**src/rtl/uart_tx.sv**
```systemverilog
// 8N1 UART transmitter: accepts one byte per valid/ready handshake and shifts it
// out LSB first, each bit held for CLKS_PER_BIT clocks on an idle-high line.
module uart_tx #(
    parameter int CLK_FREQ     = 50000000,
    parameter int BAUD         = 115200,
    parameter int CLKS_PER_BIT = CLK_FREQ / BAUD
) (
    input  logic       iClk,
    input  logic       iRst,
    input  logic [7:0] iData,
    input  logic       iValid,
    output logic       oReady,
    output logic       oTx,
    output logic       oBusy,
    output logic       oDone,
    output logic [1:0] oState
);
    localparam logic [15:0] LAST_CNT = 16'(CLKS_PER_BIT - 1);

    typedef enum logic [1:0] {
        IDLE  = 2'd0,
        START = 2'd1,
        DATA  = 2'd2,
        STOP  = 2'd3
    } state_t;

    state_t      state, stateNext;
    logic [15:0] baudCnt, baudCntNext;
    logic [2:0]  bitCnt, bitCntNext;
    logic [7:0]  shiftReg, shiftRegNext;
    logic        txNext, readyNext, busyNext, doneNext;
    logic        bitEnd;

    assign bitEnd = (baudCnt == LAST_CNT);
    assign oState = state;

    always_ff @(posedge iClk or negedge iRst) begin
        if (!iRst) begin
            state    <= IDLE;
            baudCnt  <= '0;
            bitCnt   <= '0;
            shiftReg <= '0;
            oTx      <= 1'b1;
            oReady   <= 1'b1;
            oBusy    <= 1'b0;
            oDone    <= 1'b0;
        end else begin
            state    <= stateNext;
            baudCnt  <= baudCntNext;
            bitCnt   <= bitCntNext;
            shiftReg <= shiftRegNext;
            oTx      <= txNext;
            oReady   <= readyNext;
            oBusy    <= busyNext;
            oDone    <= doneNext;
        end
    end

    // Handshake: a byte transfers on a rising edge where iValid and oReady are both 1;
    // iValid while oReady is 0 is ignored entirely (nothing is queued).
    always_comb begin
        stateNext    = state;
        baudCntNext  = baudCnt;
        bitCntNext   = bitCnt;
        shiftRegNext = shiftReg;
        txNext       = oTx;
        readyNext    = oReady;
        busyNext     = oBusy;
        doneNext     = 1'b0;

        case (state)
            IDLE: begin
                txNext      = 1'b1;
                readyNext   = 1'b1;
                busyNext    = 1'b0;
                baudCntNext = '0;
                if (iValid && oReady) begin
                    stateNext    = START;
                    shiftRegNext = iData;
                    txNext       = 1'b0;
                    readyNext    = 1'b0;
                    busyNext     = 1'b1;
                    bitCntNext   = '0;
                end
            end
            START: begin
                if (bitEnd) begin
                    stateNext   = DATA;
                    baudCntNext = '0;
                    txNext      = shiftReg[0];
                end else begin
                    baudCntNext = baudCnt + 16'd1;
                end
            end
            DATA: begin
                if (bitEnd) begin
                    baudCntNext  = '0;
                    shiftRegNext = {1'b0, shiftReg[7:1]};
                    bitCntNext   = bitCnt + 3'd1;
                    if (bitCnt == 3'd7) begin
                        stateNext = STOP;
                        txNext    = 1'b1;
                    end else begin
                        // next bit on the line is the one about to land in shiftReg[0]
                        txNext = shiftReg[1];
                    end
                end else begin
                    baudCntNext = baudCnt + 16'd1;
                end
            end
            STOP: begin
                if (bitEnd) begin
                    stateNext   = IDLE;
                    baudCntNext = '0;
                    txNext      = 1'b1;
                    readyNext   = 1'b1;
                    busyNext    = 1'b0;
                    doneNext    = 1'b1;
                end else begin
                    baudCntNext = baudCnt + 16'd1;
                end
            end
            default: begin
                stateNext   = IDLE;
                baudCntNext = '0;
                bitCntNext  = '0;
                txNext      = 1'b1;
                readyNext   = 1'b1;
                busyNext    = 1'b0;
            end
        endcase
    end
endmodule

```
**config.mk**
```make
export PLATFORM = sky130hd
export DESIGN_NAME = uart_tx
export DESIGN_NICKNAME = d
export VERILOG_FILES = /design/src/rtl/uart_tx.sv
export SDC_FILE = /design/constraint.sdc
export NUM_CORES = 1
export LEC_CHECK = 0
export ABC_AREA = 0
export CAP_MARGIN = 40
export CORE_ASPECT_RATIO = 1.5
export CORE_MARGIN = 2
export CORE_UTILIZATION = 40
export DETAILED_ROUTE_END_ITERATION = 7
export SYNTH_ARGS = -nofsm -noshare
export SYNTH_HDL_FRONTEND = slang
export SYNTH_SLANG_ARGS = --single-unit
```
**constraint.sdc**
```tcl
create_clock -name iClk -period 5.3 [get_ports iClk]
set_input_delay 1.06 -clock iClk [delete_from_list [all_inputs] [get_ports iClk]]
set_output_delay 1.06 -clock iClk [all_outputs]
set_load 0.01 [all_outputs]
```
==> results of run 1 <==
## worst min path at each step
stage	depth (start not counted)	endpoint
finish	2	shiftReg[7]
floorplan	1	baudCnt[0]
CTS	2	shiftReg[7]
global route	1	baudCnt[0]
global placement	2	shiftReg[7]
detailed placement	2	shiftReg[7]
## cell type report
cell class              count  area (sq um)
clock inverters             1         5.005
inverters                   9         33.78
multi-input cells         132         873.3
clock buffers               7         96.34
fillers                   411          2171
well taps                  46         57.56
repair buffers             19         180.2
flip-flops and latches     33         828.3
## metrics by stage
stage                     cell area, sq um    util  cells  hold slack [ns]
final                                 2074  0.4887    247           0.5177
after global routing                  2074  0.4887    247           0.5738
after CTS                             2069  0.4875    246           0.5213
after detailed placement              1968  0.4636    238           0.5069
after global placement                1968  0.4636    238           0.4963
after floorplan                       1767       -    182           0.4789
## cells in the final DEF, fill, tap and decap left out, types with 7 or more instances in the layout
master,instances
nor2_1,20
o311ai_1,7
nand2_1,20
dfrtp_1,31
a22oi_1,9
nand3_1,19
ha_1,9
xnor2_1,13
inv_1,9
clkdlybuf4s50_1,16
clkbuf_8,7
## cells by family (layout without fill, tap and decap cells)
kind of cell | count (synthesis) | count (layout) | synth area share
AND/OR/NAND/NOR | 80 | 80 | 0.2245
flip-flops | 33 | 33 | 0.4688
AO/OA/AOI/OAI | 27 | 27 | 0.1218
buffers and inverters | 17 | 36 | 0.03682
XOR/XNOR | 14 | 14 | 0.06941
adder cells (fa/ha/maj) | 9 | 9 | 0.06374
multiplexers | 2 | 2 | 0.01487
## power groups by stage
stage	combinational [mW]	clock, mW	sequential, mW
after floorplan	0.00000864	0	0.257
after global placement	0.0132	0	0.257
after detailed placement	0.0135	0	0.257
after CTS	0.0135	0.215	0.252
after global routing	0.0145	0.225	0.252
final	0.0128	0.208	0.252
## per-layer routing
metal  global-route usage  wire (um)  share of wire
met1               0.1967       1544           0.42
met2               0.3156       1961           0.54
met3              0.03201        100          0.027
met4              0.06765         53          0.014
met5                    0          0              0
## worst min-delay path, cell delays in order, from the launching register on
cell and delay, ns:
dfrtp_1 0.36, nand3_1 0.07, nand2_1 0.05
## sequential cells by signal, indices dropped and copies added, names as in the netlist
register / count
oReady: 1
baudCnt: 16
oDone: 1
oBusy: 1
oState: 2
oTx: 1
bitCnt: 3
shiftReg: 8
==> qor.csv, run 1 <==
stage;metric;value;unit
status;status;finished, final reports clean;
timing;Slew Viols, Final;0;
finish;nets@finish;220;
pwr;Pwr Total;0.4731;mW
die;Die Ht;85.40;um
worst_setup_path;Critical path buffers and inverters;1;
worst_setup_path;Worst path max stage delay;0.57;ns
grt;global-route wire length before repair;6.844;mm
pwr;Psw;0.09697;mW
pwr;Clock Power Share;0.441;
worst_setup_path;CP Launch Type;flip-flop;
grt;Tot GR Track Use;0.1748;
clocking;CTS Hold Bufs;0;
worst_setup_path;crit path cell chain;clkdlybuf4s50_1;
detailed_routing;Avg WL per Cell;14.82;um
yosys;sequential area share after synthesis;0.4688;
yosys;Cell Area, Synth;1767;sq um
detailed_routing;DRC viols;0;
pwr;worst vdd ir;0.1630;mV
clocking;CTS resizes;0;
yosys;post-synthesis cell type count;37;
timing;# setup viols final;0;
die;row cnt;29;
yosys;number of synthesized flops with an enable pin;0;
yosys;syn nets;202;
detailed_routing;antenna-violating nets left;0;
yosys;commonest register cell after synthesis;dfrtp_1;
detailed_routing;DRT Pass-1 Iters;4;
yosys;Ys Warns;0;
timing;Rel. slew slack;0.4363;
placement;I/O Buffers;16;
finish;Area growth syn-to-layout;17.42;%
clocking;CTS tree;yes;
yosys;Syn Area/Cell;9.707;sq um
clocking;H-Tree Level Count;2;
detailed_routing;DRT iter0 DRCs;104;
worst_setup_path;CP startpoint;oReady;
clocking;Root Driver;clkbuf_8;
finish;Ant. Diodes;0;
detailed_routing;DR vias;1419;
grt;GRT Residual Overflow;0;
pwr;Comb pwr share;0.027;
finish;layout cell share with drive strength beyond 1;0.09453;
die;die width;58.27;um
placement;Setup WS pre-CTS;2.471;ns
placement;Post-DP HPWL;2.562;mm
worst_setup_path;crit end category;output pin;
worst_setup_path;required time worst endpoint;4.24;ns
worst_setup_path;maximum fanout along the worst path;5;
timing;fin crit share;0.4634;
pwr;Leak;0.8295;nW
pwr;power per cell area;228.0;nW/um^2
placement;RePlAce Congestion;0.7532;
grt;initial antenna violation count;0;
worst_setup_path;worst path arrival time;1.40;ns
yosys;synthesized instance count;182;
worst_setup_path;Setup crit end;oReady;
worst_hold_path;HP Start;shiftReg[7];
yosys;Post-synth top cells;dfrtp_1, nand2_1, nor2_1, nand3_1, xnor2_1;
detailed_routing;DRT Wirelength;3.660;mm
clocking;Reg clk slew, reported paths;0.07;ns
clocking;post-CTS setup buffer count;0;
worst_setup_path;Critical R2R Launch;baudCnt[1];
worst_hold_path;Hold WC Path Type;reg2reg;
die;die area;4976;sq um
clocking;worst-skew pair later-pin latency;0.28;ns
pwr;Switching Fraction;0.2050;
yosys;most area-hungry cell type in the Yosys netlist;dfrtp_1;
worst_setup_path;R2R cell count;6;
yosys;Synth async-reset ratio;1.000;
clocking;TritonCTS Buffers;5;
yosys;flop and latch count out of synthesis;33;
timing;Max Fclk;407.1;MHz
worst_setup_path;capture point of the worst reg-to-reg path;oState[1];
timing;fin crit period;2.456;ns
yosys;share of the synthesized area in the top cell type;0.4391;
worst_setup_path;worst setup path category;reg2out;
grt;largest net degree at the start of global routing;34;
timing;Fin Setup TNS;0;ns
die;core footprint;4245;sq um
yosys;most common cell in the netlist;dfrtp_1;
timing;Final WS setup;2.844;ns
die;Initial Utilization;0.4162;
worst_setup_path;critical path depth;1;
timing;RSZ-0062 raised after global routing;no;
worst_setup_path;CP max stage cell;dfstp_2;
worst_setup_path;Top delay family on crit path;flip-flops;
timing;Clock Skews;0.008828;ns
clocking;CTS Sinks;33;
pwr;Seq pwr share;0.532;
detailed_routing;drt via density;5.745;
run;number of max-cap violations;0;
worst_setup_path;r2r setup slk;2.90;ns
die;Ports;17;
timing;final hold vios;0;
timing;Worst Max-Slew Pin Slew;0.8455;ns
pwr;Int Pwr;0.3761;mW
yosys;Area contributors post-synth;dfrtp_1, xnor2_1, ha_1, nand3_1, nand2_1;
clocking;clk buf depth;2;
grt;number of global-route vias before repair;1535;
No activity file was read; power rests on OpenSTA's default activity.
==> run 2, diff against run 1 <==
clock period = 2.1 ns   (was 5.3 ns; I/O delays follow)
==> qor.csv, run 2 (synthesis gave the netlist of run 1 again) <==
stage;metric;value;unit;change
finish;leading cell types in the layout, fill and taps excluded;dfrtp_1, nand2_1, nor2_1;;
placement;RePlAce Congestion;0.7904;;+4.9%
clocking;worst-skew pair later-pin latency;0.29;ns;about the same
grt;global-route wire length before repair;6.803;mm;-0.60%
worst_setup_path;maximum fanout along the worst path;26;;+21
run;number of max-cap violations;0;;unchanged
grt;initial antenna violation count;0;;unchanged
timing;Slew Viols, Final;0;;unchanged
pwr;power per cell area;547.3;nW/um^2;+140%
die;Ports;17;;unchanged
worst_setup_path;required time worst endpoint;2.28;ns;-1.96 ns
worst_hold_path;Hold WC Path Type;in2async;;
clocking;H-Tree Level Count;2;;unchanged
detailed_routing;drt via density;5.660;;-1.5%
timing;Fin Setup TNS;0;ns;unchanged
grt;largest net degree at the start of global routing;34;;unchanged
timing;hold slack;0.5179;ns;+0.0002370 ns
worst_setup_path;Critical R2R Launch;oState[0];;
worst_setup_path;CP Launch Type;flip-flop;;
timing;Max Fclk;511.8;MHz;
finish;largest reg by FF count;baudCnt;;
detailed_routing;DRC viols;0;;unchanged
worst_setup_path;capture point of the worst reg-to-reg path;oState[1];;
finish;Ant. Diodes;0;;unchanged
die;die area;4976;sq um;unchanged
pwr;Int Pwr;0.9503;mW;+150%
die;core footprint;4245;sq um;unchanged
worst_setup_path;Most common cell on crit path;inv_1;;
die;Initial Utilization;0.4162;;unchanged
worst_setup_path;Worst path max stage delay;0.35;ns;-0.22 ns
timing;fin crit period;1.954;ns;
clocking;CTS Sinks;33;;unchanged
detailed_routing;antenna-violating nets left;0;;unchanged
finish;layout cell share with drive strength beyond 1;0.1549;;+0.06040
worst_setup_path;CP max stage cell;dfrtp_1;;
timing;Worst Max-Slew Pin Slew;0.5675;ns;-0.2781 ns
finish;Fillers;407;;-0.97%
timing;RSZ-0062 raised after global routing;no;;
pwr;Clock Power Share;0.440;;about the same
grt;GRT Residual Overflow;0;;unchanged
detailed_routing;Avg WL per Cell;14.63;um;-1.3%
timing;Rel. slew slack;0.6195;;+0.1832
pwr;worst vdd ir;0.5272;mV;+220%
grt;Tot GR Track Use;0.1764;;+0.001550
pwr;Leak;0.8929;nW;+7.6%
worst_setup_path;worst setup path category;reg2reg;;
pwr;Psw;0.2447;mW;+150%
clocking;clk buf depth;2;;unchanged
timing;Clock Skews;0.01249;ns;+0.003660 ns
worst_setup_path;crit path cell chain;inv_1 > buf_4 > ha_1 > buf_8 > nor3_2 > inv_1 > a221o_1 > mux2_4;;
finish;max reg flops;16;;unchanged
worst_setup_path;R2R cell count;8;;+2
timing;fin crit share;0.9304;;
clocking;TritonCTS Buffers;5;;unchanged
worst_setup_path;Top delay family on crit path;buffers and inverters;;
placement;Post-DP HPWL;2.692;mm;+5.0%
clocking;Root Driver;clkbuf_8;;
finish;commonest non-fill, non-tap cell in the layout;dfrtp_1;;
grt;number of global-route vias before repair;1487;;-3.1%
die;row cnt;29;;unchanged
detailed_routing;DRT iter0 DRCs;101;;-2.9%
timing;# setup viols final;0;;unchanged
pwr;Comb pwr share;0.028;;about the same
detailed_routing;DRT Pass-1 Iters;4;;unchanged
worst_setup_path;worst path arrival time;2.13;ns;+0.73 ns
worst_setup_path;Critical path buffers and inverters;4;;+3
detailed_routing;DRT Wirelength;3.789;mm;+3.5%
worst_setup_path;r2r setup slk;0.15;ns;-2.75 ns
finish;Regs by FF count;baudCnt (16), shiftReg (8), bitCnt (3);;
clocking;Reg clk slew, reported paths;0.07;ns;about the same
placement;I/O Buffers;16;;unchanged
timing;final hold vios;0;;unchanged
clocking;CTS tree;yes;;
pwr;Seq pwr share;0.532;;about the same
die;Die Ht;85.40;um;unchanged
status;status;finished, final reports clean;;
worst_setup_path;crit end category;flip-flop;;
detailed_routing;DR vias;1466;;+3.3%
finish;Area growth syn-to-layout;23.58;%;
finish;nets@finish;232;;+5.5%
pwr;Switching Fraction;0.2048;;-0.0002136
die;die width;58.27;um;unchanged
## run 2: metrics by stage
step	instances	power, mW	util	setup slack, ns	cell area, sq um
6_report	259	1.195	0.5143	0.1462	2183
5_1_grt	259	1.248	0.5143	0.02776	2183
4_1_cts	258	1.215	0.5096	0.05830	2163
3_5_place_dp	250	0.6828	0.4848	-0.2382	2058
3_3_place_gp	250	0.6823	0.4848	-0.1619	2058
2_1_floorplan	182	0.6477	-	0.2533	1767
## run 2: worst max path at each step
stage	start	to	slack [ns]	cells after the start
final	oState[0]	oState[1]	0.15	8
after CTS	oState[0]	oTx	0.06	8
after global placement	iValid	shiftReg[1]	-0.16	5
after global routing	oState[0]	oState[1]	0.03	8
after floorplan	oState[0]	oState[1]	0.25	7
after detailed placement	iValid	shiftReg[5]	-0.24	6
## run 2: final cells by class
cell class / count / area [sq um] / area share
well taps: 46 / 57.56 / 0.02636
flip-flops and latches: 33 / 828.3 / 0.3794
multi-input cells: 132 / 882.1 / 0.4040
clock buffers: 7 / 96.34 / 0.04413
clock inverters: 1 / 5.005 / 0.002292
inverters: 9 / 33.78 / 0.01547
repair buffers: 31 / 280.3 / 0.1284
## run 2: timing repair
| item | CTS | global route |
|---|---|---|
| endpoints found under the setup margin | 6 | 3 |
| pin swaps | 0 | 0 |
| gates resized for setup | 1 | 3 |
| hold buffers | 0 | 0 |
| buffers inserted | 0 | 1 |
## run 2: metal layers
metal,GRT usage,share of wire
met5,0,0
met4,0.07400,0.020
met3,0.04421,0.037
met2,0.3013,0.54
met1,0.2045,0.40
## run 2: power by group through the flow
stage	Combinational (mW)	Clock [mW]	Sequential [mW]
floorplan	0.0000213	0	0.648
global placement	0.0347	0	0.648
detailed placement	0.0352	0	0.648
CTS	0.0355	0.544	0.635
global route	0.0378	0.575	0.635
finish	0.0340	0.525	0.636
==> run 3, diff against run 2 <==
ABC_AREA = 1   (was 0)
==> qor.csv, run 3 <==
stage;metric;value;unit;change
finish;register area;828.3;sq um;unchanged
yosys;commonest register cell after synthesis;dfrtp_1;;
finish;layout cell share with drive strength beyond 1;0.1667;;+0.01174
die;Initial Utilization;0.4106;;-0.005595
detailed_routing;DR vias;1393;;-5.0%
die;Die Ht;87.28;um;+2.2%
yosys;post-synthesis cell type count;30;;-19%
timing;Worst Max-Slew Pin Slew;0.4127;ns;-0.1547 ns
grt;Tot GR Track Use;0.1566;;-0.01975
worst_setup_path;Top delay family on crit path;flip-flops;;
finish;max reg flops;16;;unchanged
grt;M3 GR Usage;0.04012;;-0.004088
finish;Area growth syn-to-layout;15.63;%;
placement;placed cell area;2057;sq um;about the same
finish;Finished Layout Cells;282;;+8.9%
finish;area occupied by multi-input gates;907.1;sq um;+2.8%
placement;placed cell count;274;;+9.6%
pwr;Leak;0.9918;nW;+11%
clocking;Reg clk slew, reported paths;0.07;ns;about the same
timing;RSZ-0062 raised after global routing;no;;
timing;Clock Skews;0.01307;ns;+0.0005807 ns
grt;number of global-route vias before repair;1379;;-7.3%
yosys;number of synthesized flops with an enable pin;0;;unchanged
worst_setup_path;Critical path buffers and inverters;1;;-3
detailed_routing;DRT iter0 DRCs;36;;-64%
detailed_routing;Avg WL per Cell;12.23;um;-16%
worst_setup_path;crit end category;output pin;;
detailed_routing;drt via density;4.940;;-13%
pwr;worst vdd ir;0.6653;mV;+26%
finish;commonest non-fill, non-tap cell in the layout;nand2_1;;
finish;Final Cell Area;2138;sq um;-2.1%
grt;global-route wire length before repair;6.016;mm;-12%
yosys;Syn Area/Cell;8.764;sq um;-9.7%
clocking;CTS resizes;0;;-1
yosys;Synth Area in Compound Gates;0.08796;;-0.03386
finish;leading cell types in the layout, fill and taps excluded;nand2_1, nor2_1, dfrtp_1;;
yosys;post-synthesis adder-cell area fraction;0.06089;;-0.002846
yosys;mux share of post-synthesis cell area;0.03789;;+0.02302
grt;largest net degree at the start of global routing;34;;unchanged
yosys;largest family of logic cells by synthesized area;simple AND/OR/NAND/NOR gates;;
timing;fin crit period;1.814;ns;-0.1398 ns
grt;GRT Residual Overflow;0;;unchanged
finish;Ant. Diodes;0;;unchanged
yosys;most area-hungry cell type in the Yosys netlist;dfrtp_1;;
yosys;Area contributors post-synth;dfrtp_1, nand2_1, nor2_1, ha_1, o21ai_2;;
worst_setup_path;CP Launch Type;flip-flop;;
clocking;CTS tree;yes;;
worst_hold_path;Hold WC Path Type;reg2reg;;
yosys;Ys Warns;0;;unchanged
pwr;power per cell area;1187;nW/um^2;+120%
worst_setup_path;worst path arrival time;1.39;ns;-0.74 ns
detailed_routing;DRT Wirelength;3.448;mm;-9.0%
detailed_routing;DRT Pass-1 Iters;4;;unchanged
detailed_routing;DRC viols;0;;unchanged
yosys;Cell Area, Synth;1849;sq um;+4.7%
timing;Fin Setup TNS;0;ns;unchanged
grt;GRT busiest layer;met2;;
die;Ports;17;;unchanged
yosys;synthesized instance count;211;;+16%
clocking;worst-skew pair later-pin latency;0.30;ns;about the same
yosys;sequential area share after synthesis;0.4479;;-0.02094
clocking;TritonCTS Buffers;5;;unchanged
placement;Post-DP HPWL;2.572;mm;-4.4%
yosys;Synth async-reset ratio;1.000;;unchanged
yosys;syn nets;231;;+14%
clocking;post-CTS setup buffer count;0;;unchanged
clocking;CTS Hold Bufs;0;;unchanged
worst_setup_path;Worst path max stage delay;0.57;ns;+0.22 ns
clocking;H-Tree Level Count;2;;unchanged
yosys;most common cell in the netlist;nand2_1;;
yosys;xor and xnor area share after synthesis;0.02842;;-0.04099
yosys;Post-synth top cells;nand2_1, nor2_1, dfrtp_1, inv_1, nand3_1;;
pwr;Pwr Total;2.539;mW;+110%
status;status;finished, final reports clean;;
timing;# setup viols final;0;;unchanged
worst_setup_path;maximum fanout along the worst path;4;;-85%
grt;GR Layer Usage met2;0.2577;;-0.04359
placement;RePlAce Congestion;0.9029;;+14%
die;row cnt;30;;+3.4%
finish;Final Util;0.4747;;-0.03957
finish;largest reg by FF count;baudCnt;;
clocking;CTS Sinks;33;;unchanged
die;die area;5194;sq um;+4.4%
timing;Slew Viols, Final;0;;unchanged
timing;Rel. slew slack;0.7248;;+0.1054
yosys;flop and latch count out of synthesis;33;;unchanged
clocking;Root Driver;clkbuf_8;;
timing;fin crit share;0.8638;;-0.06657
worst_setup_path;CP max stage cell;dfstp_2;;
timing;final hold vios;0;;unchanged
die;core footprint;4504;sq um;+6.1%
die;die width;59.52;um;+2.1%
finish;Regs by FF count;baudCnt (16), shiftReg (8), bitCnt (3);;
finish;nets@finish;253;;+9.1%
yosys;share of the synthesized area in the top cell type;0.4195;;-0.01961
detailed_routing;antenna-violating nets left;0;;unchanged
worst_setup_path;crit path cell chain;clkdlybuf4s50_1;;
grt;initial antenna violation count;0;;unchanged
grt;met1 Usage GRT;0.1764;;-0.02806
worst_setup_path;required time worst endpoint;1.68;ns;-0.60 ns
clocking;clk buf depth;2;;unchanged
timing;Max Fclk;551.3;MHz;+7.7%
yosys;Simple-Gate Fraction of Synth Area;0.2754;;+0.05087
finish;Fillers;450;;+11%
run;number of max-cap violations;0;;unchanged
worst_setup_path;worst setup path category;reg2out;;
placement;I/O Buffers;16;;unchanged
run 3: changes by cell type in the layout (fill, tap and decap cells not counted), sizes merged, moves of 5 or more:
cell,before,now
inv,9,20
nand2,20,47
nor4,7,0
mux2i,0,7
a22oi,9,0
buf,15,3
o21ai,0,16
nand3,19,14
xnor2,13,1
o311ai,8,0
nor2,20,35
run 3: worst paths after layout:
path	cells past startpoint	start	slack (ns)	end
max	1	oReady	0.29	oReady
max in group asynchronous	2	iRst	1.23	oTx
min in group asynchronous	2	iRst	0.53	baudCnt[7]
min reg2reg	2	shiftReg[3]	0.48	shiftReg[3]
max reg2reg	8	oState[0]	0.49	bitCnt[0]
min	2	shiftReg[3]	0.48	shiftReg[3]
run 3: logic make-up (layout without fill, tap and decap cells):
| logic type | Yosys count | after routing |
|---|---|---|
| simple gates | 109 | 109 |
| flops | 33 | 33 |
| xor+xnor | 6 | 6 |
| buf+inv | 25 | 48 |
| mux | 7 | 7 |
| compound gates | 22 | 22 |
| fa+ha+maj | 9 | 9 |
run 3: stage by stage:
step,worst slack [ns],hold WS (ns)
6_report,0.2860,0.4830
5_1_grt,0.2494,0.5009
4_1_cts,0.2758,0.4881
3_5_place_dp,0.4271,0.4710
3_3_place_gp,0.4391,0.4669
2_1_floorplan,0.4885,0.1244
run 3: report_power, final:
part           switching, mW  internal (mW)  leakage, nW
sequential             0.130          0.822        0.433
clock                  0.236          0.232       0.0422
combinational          0.656          0.463        0.516
run 3: layout make-up:
cell class,instances,share of cell area
Inverter,21,0.03686
Clock buffer,7,0.03569
Clock inverter,1,0.002341
Tap cell,48,0.02809
Timing Repair Buffer,19,0.08543
Multi-Input combinational cell,153,0.4242
Sequential cell,33,0.3874
run 3: layer usage:
metal,share of wire,wire length [um]
met5,0,0
met4,0.043,148
met3,0.027,93
met2,0.50,1712
met1,0.43,1493
